`src/rtl/sdram_pingpong_sched.sv`:
```
// Ping-pong frame scheduler for the sdram_mcb write/read command ports.
// A reader always gets the newest complete frame and never a buffer being written.
module sdram_pingpong_sched #(
    parameter logic [23:0] BUF_A_BASE = 24'h000000,
    parameter logic [23:0] BUF_B_BASE = 24'h008000,
    parameter logic [23:0] FRAME_LEN  = 24'h000800,
    parameter logic [19:0] TIMEOUT    = 20'hFFFFF
) (
    input  logic        clk,
    input  logic        rst,
    input  logic        wr_frame_req,
    output logic        wr_frame_ack,
    input  logic        rd_frame_req,
    output logic        rd_frame_ack,
    output logic        wr_load,
    output logic [23:0] wr_addr,
    output logic [23:0] wr_length,
    input  logic        wr_done,
    output logic        rd_load,
    output logic [23:0] rd_addr,
    output logic [23:0] rd_length,
    input  logic        rd_done,
    output logic        wr_buf_sel,
    output logic        rd_buf_sel,
    output logic        wr_stall,
    output logic [15:0] frame_cnt,
    output logic        wr_timeout,
    output logic        rd_timeout
);

    localparam logic [1:0] W_IDLE = 2'd0;
    localparam logic [1:0] W_WAIT = 2'd1;
    localparam logic [1:0] W_LOAD = 2'd2;
    localparam logic [1:0] W_BUSY = 2'd3;

    localparam logic [1:0] R_IDLE = 2'd0;
    localparam logic [1:0] R_WAIT = 2'd1;
    localparam logic [1:0] R_LOAD = 2'd2;
    localparam logic [1:0] R_BUSY = 2'd3;

    logic [1:0]  wr_state;
    logic [1:0]  rd_state;
    logic        last_complete;
    logic        frame_valid;
    logic        rd_lock;
    logic        wr_target;
    logic [19:0] wr_tcnt;
    logic [19:0] rd_tcnt;

    logic wr_tmo;
    logic rd_tmo;
    logic rd_release;
    logic wr_conflict;
    logic wr_go;
    logic wr_sel_nxt;
    logic rd_go;

    assign wr_tmo     = (wr_tcnt == TIMEOUT - 20'd1);
    assign rd_tmo     = (rd_tcnt == TIMEOUT - 20'd1);
    assign rd_release = (rd_state == R_BUSY) && (rd_done || rd_tmo);

    // A write may not target the buffer a reader currently holds.
    assign wr_conflict = rd_lock && !rd_release && (rd_buf_sel == ~last_complete);
    assign wr_sel_nxt  = (wr_state == W_WAIT) ? wr_target : ~last_complete;
    assign wr_go = ((wr_state == W_IDLE) && wr_frame_req && !wr_conflict)
                || ((wr_state == W_WAIT) && (!rd_lock || rd_release));

    assign rd_go = ((rd_state == R_IDLE) && rd_frame_req && frame_valid)
                || ((rd_state == R_WAIT) && frame_valid);

    always_ff @(posedge clk or posedge rst) begin
        if (rst) begin
            wr_state      <= W_IDLE;
            wr_load       <= 1'b0;
            wr_frame_ack  <= 1'b0;
            wr_addr       <= 24'h0;
            wr_length     <= 24'h0;
            wr_buf_sel    <= 1'b0;
            wr_stall      <= 1'b0;
            wr_target     <= 1'b0;
            wr_tcnt       <= 20'h0;
            wr_timeout    <= 1'b0;
            frame_cnt     <= 16'h0;
            last_complete <= 1'b1;
            frame_valid   <= 1'b0;
        end else begin
            wr_load      <= 1'b0;
            wr_frame_ack <= 1'b0;
            if (wr_go) begin
                wr_state     <= W_LOAD;
                wr_load      <= 1'b1;
                wr_frame_ack <= 1'b1;
                wr_addr      <= wr_sel_nxt ? BUF_B_BASE : BUF_A_BASE;
                wr_length    <= FRAME_LEN;
                wr_buf_sel   <= wr_sel_nxt;
                wr_stall     <= 1'b0;
                wr_tcnt      <= 20'h0;
            end else begin
                case (wr_state)
                    W_IDLE: begin
                        if (wr_frame_req) begin
                            wr_state  <= W_WAIT;
                            wr_target <= ~last_complete;
                            wr_stall  <= 1'b1;
                        end
                    end
                    W_LOAD: wr_state <= W_BUSY;
                    W_BUSY: begin
                        if (wr_done) begin
                            last_complete <= wr_buf_sel;
                            frame_valid   <= 1'b1;
                            frame_cnt     <= frame_cnt + 16'd1;
                            wr_state      <= W_IDLE;
                        end else if (wr_tmo) begin
                            wr_timeout <= 1'b1;
                            wr_state   <= W_IDLE;
                        end else begin
                            wr_tcnt <= wr_tcnt + 20'd1;
                        end
                    end
                    default: ;
                endcase
            end
        end
    end

    always_ff @(posedge clk or posedge rst) begin
        if (rst) begin
            rd_state     <= R_IDLE;
            rd_load      <= 1'b0;
            rd_frame_ack <= 1'b0;
            rd_addr      <= 24'h0;
            rd_length    <= 24'h0;
            rd_buf_sel   <= 1'b0;
            rd_lock      <= 1'b0;
            rd_tcnt      <= 20'h0;
            rd_timeout   <= 1'b0;
        end else begin
            rd_load      <= 1'b0;
            rd_frame_ack <= 1'b0;
            if (rd_go) begin
                rd_state     <= R_LOAD;
                rd_load      <= 1'b1;
                rd_frame_ack <= 1'b1;
                rd_addr      <= last_complete ? BUF_B_BASE : BUF_A_BASE;
                rd_length    <= FRAME_LEN;
                rd_buf_sel   <= last_complete;
                rd_lock      <= 1'b1;
                rd_tcnt      <= 20'h0;
            end else begin
                case (rd_state)
                    R_IDLE: if (rd_frame_req) rd_state <= R_WAIT;
                    R_LOAD: rd_state <= R_BUSY;
                    R_BUSY: begin
                        if (rd_done) begin
                            rd_lock  <= 1'b0;
                            rd_state <= R_IDLE;
                        end else if (rd_tmo) begin
                            rd_timeout <= 1'b1;
                            rd_lock    <= 1'b0;
                            rd_state   <= R_IDLE;
                        end else begin
                            rd_tcnt <= rd_tcnt + 20'd1;
                        end
                    end
                    default: ;
                endcase
            end
        end
    end

endmodule

```
`config.mk`:
```
export PLATFORM = sky130hd
export DESIGN_NAME = sdram_pingpong_sched
export DESIGN_NICKNAME = d
export VERILOG_FILES = /design/src/rtl/sdram_pingpong_sched.sv
export SDC_FILE = /design/constraint.sdc
export NUM_CORES = 1
export LEC_CHECK = 0
export CAP_MARGIN = 20
export CELL_PAD_IN_SITES_DETAIL_PLACEMENT = 1
export CELL_PAD_IN_SITES_GLOBAL_PLACEMENT = 1
export CORE_ASPECT_RATIO = 1.2
export CORE_UTILIZATION = 34
export CTS_BUF_LIST = sky130_fd_sc_hd__clkbuf_16
export DETAILED_ROUTE_END_ITERATION = 6
export PLACE_DENSITY_LB_ADDON = 0.1
export SLEW_MARGIN = 20
export SYNTH_ARGS = -nofsm -noshare
export SYNTH_HDL_FRONTEND = slang
export SYNTH_SLANG_ARGS = --single-unit
```
`constraint.sdc`:
```
create_clock -name clk -period 3.2 [get_ports clk]
set_input_delay 0.32 -clock clk [delete_from_list [all_inputs] [get_ports clk]]
set_output_delay 0.32 -clock clk [all_outputs]
set_load 0.01 [all_outputs]
```
==> summary.md <==
| Metric | Value |
|---|---|
| CP Data Required Time | `3.41 ns` |
| Global route overflow | `0` |
| Final setup TNS | `0 ns` |
| Peak Freq | `0.450 GHz` |
| Fin crit share | `69.4%` |
| Ys flop type | `dfrtp_1` |
| Clock Latency Late Sink | `0.34 ns` |
| I/O pin count | `127` |
| # setup viols final | `0` |
| Via density | `4.53` |
| Area share of the largest cell type after synthesis | `40.9%` |
| Crit-path cells | `nand4_2 -> nor4_2 -> buf_4 -> a21oi_1 -> o21ai_0 -> o21ai_0` |
| Routed wire per std cell | `13.7 µm` |
| Antenna diodes | `0` |
| Levels on crit path | `6` |
| Hold buffer count at CTS | `0` |
| WL final | `9080 µm` |
| Async SR Flop Fraction | `100%` |
| HPWL after DPL | `6620 µm` |
| First-pass GRT wire length | `15,000 µm` |
| Internal | `1.90 mW` |
| Crit path capture type | `register` |
| Min cycle time layout | `2.22 ns` |
| Clk root buf | `clkbuf_16` |
| DR vias | `2,997` |
| R2r endpoint | `wr_state[1]$_DFFE_PP0P_` |
| Max Cap Violations | `0` |
| Number of global-route vias before repair | `3,029` |
| Worst Path Arrival | `2.43 ns` |
| Slowest cell on the critical path | `nor4_2` |
| Layout Nets | `503` |
| Core box area | `0.0126 mm²` |
| Post-synth EDFFs | `0` |
| Setup Fix Bufs, Post-CTS | `0` |
| Layout area overhead | `8.95%` |
| DR DRC count | `0` |
| Total track usage | `14.3%` |
| Setup crit end | `wr_state[1]$_DFFE_PP0P_` |
| DRT iter0 DRCs | `39` |
| Worst path buffer plus inverter count | `1` |
| Dominant cell type by area after synthesis | `dfrtp_1` |
| Max Slew Vio Count | `0` |
| Cell Pwr Density | `606 mW/mm²` |
| Tot Pwr | `2.91 mW` |
| Hold Crit Class | `input pin to async pin` |
| CTS tree | `built` |
| Worst-path clk slew | `0.06 ns` |
| Distinct cells, synth | `55` |
| Mean Syn Cell Area | `9.63 µm²` |
| Sw Pwr | `1.00 mW` |
| Most frequent cell after synthesis | `buf_4` |
| Layout cells sized above 1 | `7.65%` |
| Largest net degree at the start of global routing | `44` |
| Starting density of the core | `34.9%` |
| Clk sink count | `73` |
| CP startpoint kind | `register` |
| Worst-margin pin slew | `0.732 ns` |
| Largest cells by area after synthesis | `dfrtp_1, buf_4, xnor2_1` |
| Post-synth top cells | `buf_4, dfrtp_1, nor2_1` |
| Skew final | `0.00589 ns` |
| Total leakage power | `2.20 nW` |
| Worst path top cell family by delay | `simple AND/OR/NAND/NOR gates` |
| Worst R2R Setup Slack | `0.98 ns` |
| Total die area | `0.0134 mm²` |
| Unrepaired setup endpoints after global routing | `no` |
| Rows | `45` |
| Crit path launch | `wr_tcnt[2]$_DFFE_PP0P_` |
| Post-route ant nets | `0` |
| Synthesis warning total | `0` |
| CTS buffer count | `9` |
| Logic pwr share | `26.7%` |
| RR Startpoint | `wr_tcnt[2]$_DFFE_PP0P_` |
| Hold Violations, Final | `0` |
| CTS H-tree depth | `3` |
| Sequential fraction of the synthesis area | `41.5%` |
| Reg2Reg Depth | `6` |
| Sw Ratio | `34.5%` |
| Yosys reg bits | `73` |
| CP max stage delay | `0.69 ns` |
| Max FO, Critical Path | `8` |
| Seq pwr share | `42.9%` |
| DIE HEIGHT | `127 µm` |
| Cell Area, Synth | `0.00440 mm²` |
| Most common cell on crit path | `o21ai_0` |
| Mapped Cells | `457` |
| Peak VDD IR | `0.000199 V` |
| Die width | `106 µm` |
| Port buffer count | `34` |
| Max Buffers Root-to-Sink | `2` |
| Max_slew headroom | `50.8%` |
| Worst setup path category | `register to register` |
| Clock power frac | `30.4%` |
| First-pass DRT Iterations | `4` |
| Antenna violations before repair | `0` |
| Post-cts resize count | `0` |
| Status | `finished clean` |
| GPL Wtd Cong | `0.793` |
-- state kept, by name (all words and copies together), names as in the netlist --
name           flops
frame_cnt         16
frame_valid        1
last_complete      1
rd_buf_sel         1
rd_length          1
rd_load            1
rd_lock            1
rd_state           2
rd_tcnt           20
rd_timeout         1
wr_addr            1
wr_length          1
wr_load            1
wr_stall           1
wr_state           2
wr_target          1
wr_tcnt           20
wr_timeout         1
-- how the worst min path moves through the flow --
stage                           startpoint  cells past startpoint                        to  slack (ns)
floorplan              rd_lock$_DFFE_PP0P_                      1       rd_lock$_DFFE_PP0P_        0.45
global placement    rd_timeout$_DFFE_PP0P_                      1    rd_timeout$_DFFE_PP0P_        0.44
detailed placement  rd_timeout$_DFFE_PP0P_                      1    rd_timeout$_DFFE_PP0P_        0.46
CTS                                    rst                      2  frame_cnt[0]$_DFFE_PP0P_        0.44
global route                           rst                      2   rd_tcnt[10]$_DFFE_PP0P_        0.48
finish                                 rst                      2  frame_cnt[4]$_DFFE_PP0P_        0.42
-- cell usage in the layout (no fill, tap or decap), types with 4 or more instances in the layout --
| cell type | instances |
|---|---|
| mux2i_1 | 5 |
| nand3_1 | 17 |
| a211oi_1 | 9 |
| inv_1 | 16 |
| nand4_1 | 14 |
| clkbuf_16 | 9 |
| conb_1 | 92 |
| nor3_1 | 10 |
| ha_1 | 5 |
| nand2_1 | 32 |
| clkdlybuf4s50_1 | 34 |
| a21oi_1 | 8 |
| o21ai_0 | 6 |
| xnor2_1 | 32 |
| nor2_1 | 49 |
| xor2_1 | 15 |
| dfrtp_1 | 72 |
| buf_4 | 5 |
| and3_1 | 7 |
| nor4_1 | 4 |
-- routing by layer --
| layer | vias to the layer above | share of wire (%) | GRT usage, % |
|---|---|---|---|
| met3 | 13 | 3.1 | 3.03 |
| met1 | 1502 | 43 | 16.5 |
| met5 | - | 0 | 0 |
| met2 | 55 | 52 | 24.8 |
| met4 | 0 | 2.1 | 7.60 |
| li1 | 1427 | - | - |
-- logic make-up after synthesis --
kind of cell | share of synthesized area (%)
DFF | 41.5
muxes | 1.65
buffers and inverters | 19.6
adders and majority gates | 1.42
xor gates and xnor gates | 9.35
AOI/OAI and AO/OA | 7.53
and+or+nand+nor | 18.8
other | 0.0852
-- area by class of cell --
| type | instances | area, µm² |
|---|---|---|
| sequential | 73 | 1830 |
| clock inverter | 7 | 30.0 |
| multi-input combinational | 353 | 2050 |
| tap | 164 | 205 |
| fill | 1510 | 7820 |
| clock buffer | 9 | 225 |
| timing repair buffer | 40 | 398 |
| inverter | 15 | 56.3 |
-- power by group through the flow --
stage	Combinational (mW)	Clock, mW	Sequential [mW]
after global routing	0.884	0.949	1.28
after CTS	0.800	0.917	1.26
after detailed placement	0.795	0	1.27
final	0.775	0.884	1.25
after global placement	0.777	0	1.26
after floorplan	0.671	0	1.22
-- through the flow --
stage	utilization [%]	cells	hold slack, ns	worst slack (ns)	area [µm²]
floorplan	-	548	0.450	1.03	4740
global placement	36.0	645	0.441	0.944	4540
detailed placement	36.0	645	0.455	0.861	4540
CTS	38.0	661	0.437	0.961	4800
global route	38.0	661	0.480	0.750	4800
finish	38.0	661	0.422	0.979	4800
(Power assumes the default switching activity.)
